$ cat src/rtl/serial_adder.sv
// rtl/serial_adder.sv - bit-serial LSB-first adder with registered carry
//
// Optional feature macro: SERIAL_ADDER_SUB_EN (adds 'sub' input for a-b).
//
// Ports:
//   clk       in   rising-edge clock
//   rst       in   synchronous active-high reset
//   start     in   begin an operation; sampled only while ready=1
//   sub       in   (SERIAL_ADDER_SUB_EN only) 1 = compute a-b, sampled with start
//   a, b      in   WIDTH-bit operands, captured on the accepted start
//   ready     out  high in IDLE
//   busy      out  high while bits are being processed
//   done      out  one-cycle pulse when sum/carry_out are fresh
//   sum       out  WIDTH-bit result, held until the next completion
//   carry_out out  final carry (for subtraction: 1 = no borrow)

module serial_adder #(
  parameter int WIDTH = 8
) (
  input  logic             clk,
  input  logic             rst,
  input  logic             start,
`ifdef SERIAL_ADDER_SUB_EN
  input  logic             sub,
`endif
  input  logic [WIDTH-1:0] a,
  input  logic [WIDTH-1:0] b,
  output logic             ready,
  output logic             busy,
  output logic             done,
  output logic [WIDTH-1:0] sum,
  output logic             carry_out
);

  localparam int CW = (WIDTH > 2) ? $clog2(WIDTH) : 1;
  localparam logic [CW-1:0] LAST = CW'(WIDTH - 1);

  typedef enum logic [1:0] {
    S_IDLE  = 2'd0,
    S_SHIFT = 2'd1,
    S_DONE  = 2'd2
  } state_t;

  state_t           state, state_nxt;
  logic [WIDTH-1:0] a_sr, b_sr, res_sr;
  logic             carry_reg;
  logic [CW-1:0]    count;

  logic             bit_sum, carry_nxt, last_bit, do_sub;
  logic [WIDTH-1:0] res_nxt;

  // Subtraction is a + ~b + 1: invert b on load and seed the carry with 1.
`ifdef SERIAL_ADDER_SUB_EN
  assign do_sub = sub;
`else
  assign do_sub = 1'b0;
`endif

  // One full-adder bit cell reused over WIDTH cycles.
  assign bit_sum   = a_sr[0] ^ b_sr[0] ^ carry_reg;
  assign carry_nxt = (a_sr[0] & b_sr[0]) | (carry_reg & (a_sr[0] ^ b_sr[0]));
  assign res_nxt   = {bit_sum, res_sr[WIDTH-1:1]};
  assign last_bit  = (count == LAST);

  always_ff @(posedge clk) begin
    if (rst) begin
      state <= S_IDLE;
    end else begin
      state <= state_nxt;
    end
  end

  always_comb begin
    state_nxt = state;
    ready     = 1'b0;
    busy      = 1'b0;
    done      = 1'b0;
    case (state)
      S_IDLE: begin
        ready = 1'b1;
        if (start) state_nxt = S_SHIFT;
      end
      S_SHIFT: begin
        busy = 1'b1;
        if (last_bit) state_nxt = S_DONE;
      end
      S_DONE: begin
        done      = 1'b1;
        state_nxt = S_IDLE;
      end
      default: state_nxt = S_IDLE;
    endcase
  end

  always_ff @(posedge clk) begin
    if (rst) begin
      a_sr      <= '0;
      b_sr      <= '0;
      res_sr    <= '0;
      carry_reg <= 1'b0;
      count     <= '0;
      sum       <= '0;
      carry_out <= 1'b0;
    end else begin
      case (state)
        S_IDLE: begin
          if (start) begin
            a_sr      <= a;
            b_sr      <= do_sub ? ~b : b;
            carry_reg <= do_sub;
            count     <= '0;
          end
        end
        S_SHIFT: begin
          a_sr      <= {1'b0, a_sr[WIDTH-1:1]};
          b_sr      <= {1'b0, b_sr[WIDTH-1:1]};
          res_sr    <= res_nxt;
          carry_reg <= carry_nxt;
          count     <= count + 1'b1;
          // Outputs are published only as the final bit lands, so they stay
          // stable through DONE and IDLE until the next completion.
          if (last_bit) begin
            sum       <= res_nxt;
            carry_out <= carry_nxt;
          end
        end
        default: ;
      endcase
    end
  end

endmodule

$ cat config.mk
export PLATFORM = sky130hd
export DESIGN_NAME = serial_adder
export DESIGN_NICKNAME = d
export VERILOG_FILES = /design/src/rtl/serial_adder.sv
export SDC_FILE = /design/constraint.sdc
export NUM_CORES = 1
export LEC_CHECK = 0
export CORE_MARGIN = 3
export CORE_UTILIZATION = 55
export DETAILED_ROUTE_END_ITERATION = 10
export DONT_BUFFER_PORTS = 1
export HOLD_SLACK_MARGIN = 0.1
export PLACE_DENSITY = 0.76
export SETUP_SLACK_MARGIN = 0.02
export SLEW_MARGIN = 20
export SYNTH_ARGS = -nofsm -noshare
export SYNTH_HDL_FRONTEND = slang
export SYNTH_SLANG_ARGS = --single-unit
$ cat constraint.sdc
create_clock -name clk -period 3.8 [get_ports clk]
set_clock_uncertainty 0.05 [all_clocks]
set_input_delay 0.38 -clock clk [delete_from_list [all_inputs] [get_ports clk]]
set_output_delay 0.38 -clock clk [all_outputs]
set_load 0.02 [all_outputs]
-- Word level (Yosys, flattened, before mapping)
Cells that the tools add are included.
- add/sub/neg operators: 1
- $mul: 0
- div/mod/pow operators: 0
- order comparisons: 0
- equal/unequal tests: 5
- shift-type cells: 0
- muxes and demuxes: 14
- bitwise operators: 5
- reductions and logical operators: 5
- operators by type and width (kind ; number):
    8-bit one-hot mux with 2 select lines ; 2
    8-bit 2-to-1 mux ; 2
    3-bit one-hot mux with 2 select lines ; 1
    2-bit AND reduction ; 3
    1-bit 2-to-1 mux ; 4
    2-bit 2-to-1 mux ; 2
    2-bit != test (second input constant) ; 2
    2-bit one-hot mux with 2 select lines ; 1
    3-bit by 1-bit adder with 3-bit output (second input constant) ; 1
    3-bit == test (second input constant) ; 1
    3-bit 2-to-1 mux ; 1
    1-bit bitwise AND ; 2
    2-bit by 1-bit == test with 1-bit output (second input constant) ; 1
    2-bit == test (second input constant) ; 1
    2-bit zero test ; 1
    1-bit one-hot mux with 2 select lines ; 1
    2-bit nonzero test ; 1
    1-bit bitwise XOR ; 2
    1-bit OR ; 1
- bits in registers: 39
- latch bits: 0
- memory bits (writable): 0
- ROM bits: 0
- output and inout port bits: 12
- memories kept: 0

-- Longest topological paths before layout
- word-level depth: 4
- depth in mapped cells: 6
- gate-level depth less buffers: 5

-- Worst setup path before layout
OpenSTA, ideal clock, no wires.
- kind: register -> register
- from: reg count[0]
- to: reg sum[7]
- setup time: 0.132 ns
- arrival: 1.119 ns
- required time: 3.618 ns
- slack: 2.498 ns
- stages on the path, launching flop included: 7
- buffers on the path: 1
- period minus slack after synthesis: 1.302 ns
- cells stage by stage: dfxtp_1 > ha_1 > ha_1 > and3b_1 > buf_2 > nand2_1 > a21oi_1
- cells in the longest elaborated chain, start to end: 2
- ends and longest elaborated chain (element ; line ; text):
    from (decl) ; 47 ; logic [CW-1:0] count;
    from (signal assigned) ; 119 ; count <= count + 1'b1;
    3-bit == test ; 63 ; assign last_bit = (count == LAST);
    2-bit AND reduction (no line) ; -- ;
    to (signal assigned) ; 123 ; sum <= res_nxt;
    to (decl) ; 31 ; output logic [WIDTH-1:0] sum,
Every way passes these cells.
A chain may end at the register's enable or synchronous reset.

-- Worst setup path after layout
- from: reg state[0]
- to: out busy
- cells in the longest elaborated chain, start to end: 2
- ends and longest elaborated chain (element ; line ; text):
    from (decl) ; 44 ; state_t state, state_nxt;
    from (signal assigned) ; 69 ; state <= state_nxt;
    2-bit by 1-bit == test with 1-bit output ; 78 ; case (state)
    1-bit 2-to-1 mux ; 78 ;
    to (decl) ; 29 ; output logic busy,
Every way passes these cells.

==> flow_summary.json <==
{
  "drt-pass1-iter-count": 2,
  "final_cell_mix": "37 x dfxtp_1, 32 x nand2_1, 22 x nor2_1, 16 x a21oi_1, 15 x mux2i_1",
  "cts_tree": "done",
  "register_area_sq_um": 762,
  "hold_violations": 0,
  "syn_area_sq_um": 1600,
  "grt_pass1_vias": 1047,
  "avgSynthCellArea_sq_um": 9.52,
  "synthAdderAreaFrac": 0.0282,
  "antenna_found_initial": 0,
  "p_leak_nw": 0.610,
  "vias": 1105,
  "cpPeakStageDelay_ps": 730,
  "track_usage": 0.173,
  "synth_area_leaders": "dfxtp_1 48%, mux2i_1 9.4%, a211oi_2 7.8%, nand2_1 7.5%, nor2_1 5.2%",
  "ys_ff_latch": 38,
  "wire_per_inst_um": 13.8,
  "worstHoldPathType": "primary input to flop",
  "synth_top_cell_by_area": "dfxtp_1",
  "dpl.hpwl_um": 1830,
  "critPathArrivalTime_ps": 1650,
  "drc": 0,
  "place_worst_setup_slack_ps": 1540,
  "gr-usage-met3": 0.0778,
  "mostFrequentLayoutCell": "dfxtp_1",
  "slew_violations": 0,
  "yosysSeqAreaShare": 0.476,
  "cts_max_path_buffers": 2,
  "die_y_um": 59.9,
  "cp-end-kind": "output pin",
  "cts_inserted_buffers": 5,
  "synthCells": 168,
  "met1_usage": 0.210,
  "busiest_layer": "met2",
  "yosysWarnings": 0,
  "critical_path.max_fanout": 23,
  "clkTransAtPathRegs_ps": 110,
  "die-area_sq_um": 3590,
  "clk_latency_ps": 330,
  "fmax_mhz": 480,
  "max_slew_margin": 0.560,
  "synth_top_family_by_area": "compound AO/OA/AOI/OAI gates",
  "ioPinCount": 31,
  "synth-compound-area-share": 0.189,
  "tns_ps": 0,
  "powerDensity_nw_per_um2": 453,
  "clockRootBuffer": "clkbuf_4",
  "critical_path_required_ps": 3370,
  "antennaDiodeCount": 0,
  "start_util": 0.612,
  "status": "finished, final reports clean",
  "nets": 186,
  "grtUsageMet2": 0.256,
  "finalSetupViolCount": 0,
  "drv_cap": 0,
  "peakVddDrop_uv": 322,
  "dieWidth_um": 59.9,
  "via_per_inst": 5.67,
  "timing.final.crit_period_ps": 2080,
  "drt-initial-drc-count": 25,
  "synth_xor_area_frac": 0,
  "grt_pass1_wl_um": 4580,
  "multi_input_area_sq_um": 744,
  "slowest_stage": "dfxtp_2",
  "synth.area.mux_share": 0.0939,
  "core_sq_um": 2610,
  "fill_cells": 243,
  "period_share": 0.548,
  "largest_registers": "a_sr (8), b_sr (8), sum (8)",
  "io_buffer_count": 0,
  "cts_sinks": 38,
  "setup_ws_ps": 1720,
  "drive_gt1_frac": 0.145,
  "ant_nets": 0,
  "gp_congestion": 0.725,
  "cts_setup_buffers": 0,
  "synth-simple-area-share": 0.155,
  "wl_um": 2690,
  "num_rows": 18,
  "synth_top_area_share": 0.476,
  "cp_cell_sequence": "nand2b_1 > inv_4",
  "crit_type": "flop to output pin",
  "htree_levels": 2,
  "rsz0062_at_grt": "false",
  "ys_types": 24,
  "grt_overflow": 0,
  "syn_to_final_growth_pct": 3.36,
  "tightestPinTransition_ps": 660,
  "grt_max_degree": 39,
  "syn_nets": 190,
  "startpoint_type": "flop"
}
## synth_stat cells
library cell	number
dfxtp_1	38
nand2_1	32
nor2_1	22
a21oi_1	16
mux2i_1	15
a211oi_2	10
a211oi_1	5
a22oi_1	5
buf_2	4
buf_6	4
clkbuf_1	3
ha_1	2
and3b_1	1
buf_4	1
fa_1	1
inv_1	1
inv_4	1
nand2b_1	1
nand3b_2	1
nor2b_1	1
nor3_1	1
nor3b_1	1
o21ba_2	1
o21bai_2	1
## worst paths after layout
| kind | depth (start not counted) | end | startpoint | slack [ps] |
|---|---|---|---|---|
| max | 2 | busy | state[0] | 1720 |
| min | 2 | a_sr[7] | a[7] | 150 |
| max reg2reg | 3 | b_sr[6] | state[0] | 1930 |
| min reg2reg | 2 | sum[0] | res_sr[1] | 410 |
## layout make-up
| type | instances | share of cell area |
|---|---|---|
| repair buffers | 1 | 0.0121 |
| well taps | 30 | 0.0227 |
| flip-flops and latches | 38 | 0.461 |
| clock buffers | 8 | 0.0477 |
| multi-input cells | 116 | 0.450 |
| inverters | 2 | 0.00606 |
## per-layer routing
| layer | up-vias | part of all wire |
|---|---|---|
| met1 | 505 | 0.46 |
| met4 | 0 | 0.018 |
| li1 | 571 | - |
| met5 | - | 0 |
| met3 | 5 | 0.080 |
| met2 | 24 | 0.44 |
## kinds of logic (layout without fill, tap and decap cells)
logic type                 count (synthesis)  after routing
DFF                                       38             38
AOI/OAI and AO/OA                         38             38
muxes                                     15             15
and+or+nand+nor                           60             60
adders and majority gates                  3              3
buffers and inverters                     14             11
## through the flow
stage	power [mW]	cell area, sq um	instances	hold WS, ps	utilization
2_1_floorplan	0.504	1600	168	382	-
3_3_place_gp	0.498	1550	186	395	0.594
6_report	0.749	1650	195	146	0.633
3_5_place_dp	0.502	1550	186	392	0.594
5_1_grt	0.785	1650	195	157	0.633
4_1_cts	0.755	1650	195	142	0.632
## power by group
| part | total [mW] | internal [mW] | switching [mW] |
|---|---|---|---|
| clock | 0.248 | 0.126 | 0.122 |
| combinational | 0.0676 | 0.0297 | 0.0380 |
| sequential | 0.433 | 0.416 | 0.0165 |
## critical path, delay by kind of cell (launching register included)
kind,cells,cell delay [ps]
buffers and inverters,1,240
DFF,1,730
and+or+nand+nor,1,330
## repair_timing
action | in CTS | in global routing
endpoints found under the setup margin | 0 | 0
gates resized for setup | 0 | 0
endpoints found under the hold margin | 38 | 0
hold buffers | 1 | 0
Note: power is estimated with default switching activity, not from simulation.
==> variant, RTL diff (same settings) <==
Change the parameter `WIDTH` from 8 to 16.
--- a/src/rtl/serial_adder.sv
+++ b/src/rtl/serial_adder.sv
@@ -16,5 +16,5 @@
 
 module serial_adder #(
-  parameter int WIDTH = 8
+  parameter int WIDTH = 16
 ) (
   input  logic             clk,
Interface: changed (resized a, b and sum); port bits go from 31 to 55. No check against the original RTL was run, so the function may have changed too.
==> variant against the unedited design <==
Global-route usage grew 2.7 points. Area after synthesis grew 85%. Combinational power increased by 88%. Wire length grew 130%. Via count increased by 120%. Fmax is 5.0% lower. Setup slack worse by 110 ps. Final area increased by 89%. Total power rose by 110%. Worst hold slack improved by 19 ps. Sequential cell count is 33 higher. Critical path type unchanged. Highest routed layer unchanged.
==> variant: results <==
[status]
status = complete, no violations

[global_routing]
antenna_found_initial = 0
grtUsageMet1_pct = 26.9
met3_usage_pct = 4.76
track_usage_pct = 19.9
grt_pass1_vias = 2126
gr-usage-met2_pct = 30.0
grt_pass1_wl_um = 9950
grt_start_max_net_pins = 72

[final_layout]
fillers = 476
antenna_cells = 0
drive_gt1_share_pct = 5.92
reg_top3 = a_sr (16), b_sr (16), sum (16)
nets = 370

[place]
dp_slack_ps = 1770
dp_hpwl_um = 3580
io_buffers = 0
gp_congestion = 0.754

[clock_network]
clk_pin_slew_ps = 70
cts-root-buf = clkbuf_8
numCtsBuffers = 9
cts_resized = 0
cts.path.max_buffers = 2
htreeDepth = 3
clk_latency_ps = 340

[worst_setup_path]
critPathArrivalTime_ps = 1760
critical_path.max_fanout = 36

[routing]
wl_met3_um = 288
wire_per_inst_um = 14.8
top_layer = met4
drtIter0Drc = 191
via_per_inst = 5.83
met2WireLength_um = 2840
wl_met1_um = 2800
drt_pass1_iterations = 4
drc = 0

[logic_synthesis]
synth_nets = 390
synth_cell_types = 28
synthArstFlopShare_pct = 0
synth_area_leaders = dfxtp_1 (48%), a211oi_1 (8.1%), nor2_1 (8.1%)
synth_common_cells = dfxtp_1 (71), nor2_1 (64), nand2_1 (34), a21oi_1 (33), a211oi_1 (32)
yosysSeqAreaShare_pct = 48.1

[power]
max-vdd-ir-drop_v = 0.000232
p_leak_nw = 1.07

[timing]
max-slew-margin-rel_pct = 36.4
setup_viol = 0

[worst_hold_path]
hp-class = input port to register
-- variant: logic make-up after synthesis --
logic type	synth area share (%)
DFF	48.1
buffers and inverters	6.44
AOI/OAI and AO/OA	27.5
adders and majority gates	1.10
and+or+nand+nor	16.9
-- variant: path summary, 6_finish.rpt --
path	slack (ps)	depth (start not counted)	from	endpoint
max reg2reg	1780	4	state[0]	b_sr[8]
min	160	2	start	a_sr[15]
min reg2reg	410	2	res_sr[1]	res_sr[1]
max	1610	3	state[0]	busy
-- variant: cell type report --
cell class / instances / area share (%)
Tap cell: 70 / 2.80
Clock buffer: 11 / 4.52
Timing Repair Buffer: 3 / 1.36
Clock inverter: 5 / 2.60
Sequential cell: 71 / 45.4
Inverter: 3 / 0.360
Multi-Input combinational cell: 245 / 42.9
-- variant: what timing repair did --
item,in CTS,in global routing
hold endpoints to repair,71,0
setup endpoints to repair,0,0
buffers inserted,0,0
hold buffers,1,0
-- variant: where the power goes --
group | internal (mW) | total, mW | switching (mW)
combinational | 0.0485 | 0.127 | 0.0780
clock | 0.388 | 0.666 | 0.279
sequential | 0.778 | 0.799 | 0.0213
-- variant: critical path: stages (launching register included) --
cell and delay (ps):
dfxtp_1 560, nand2b_1 90, buf_4 240, inv_2 510
-- variant: stage by stage --
step / instance area (um2) / cells / util, %
after floorplan: 2950 / 353 / -
after global placement: 2880 / 391 / 56.0
after detailed placement: 2880 / 391 / 56.0
after CTS: 3130 / 408 / 60.9
after global routing: 3130 / 408 / 60.9
final: 3130 / 408 / 60.9
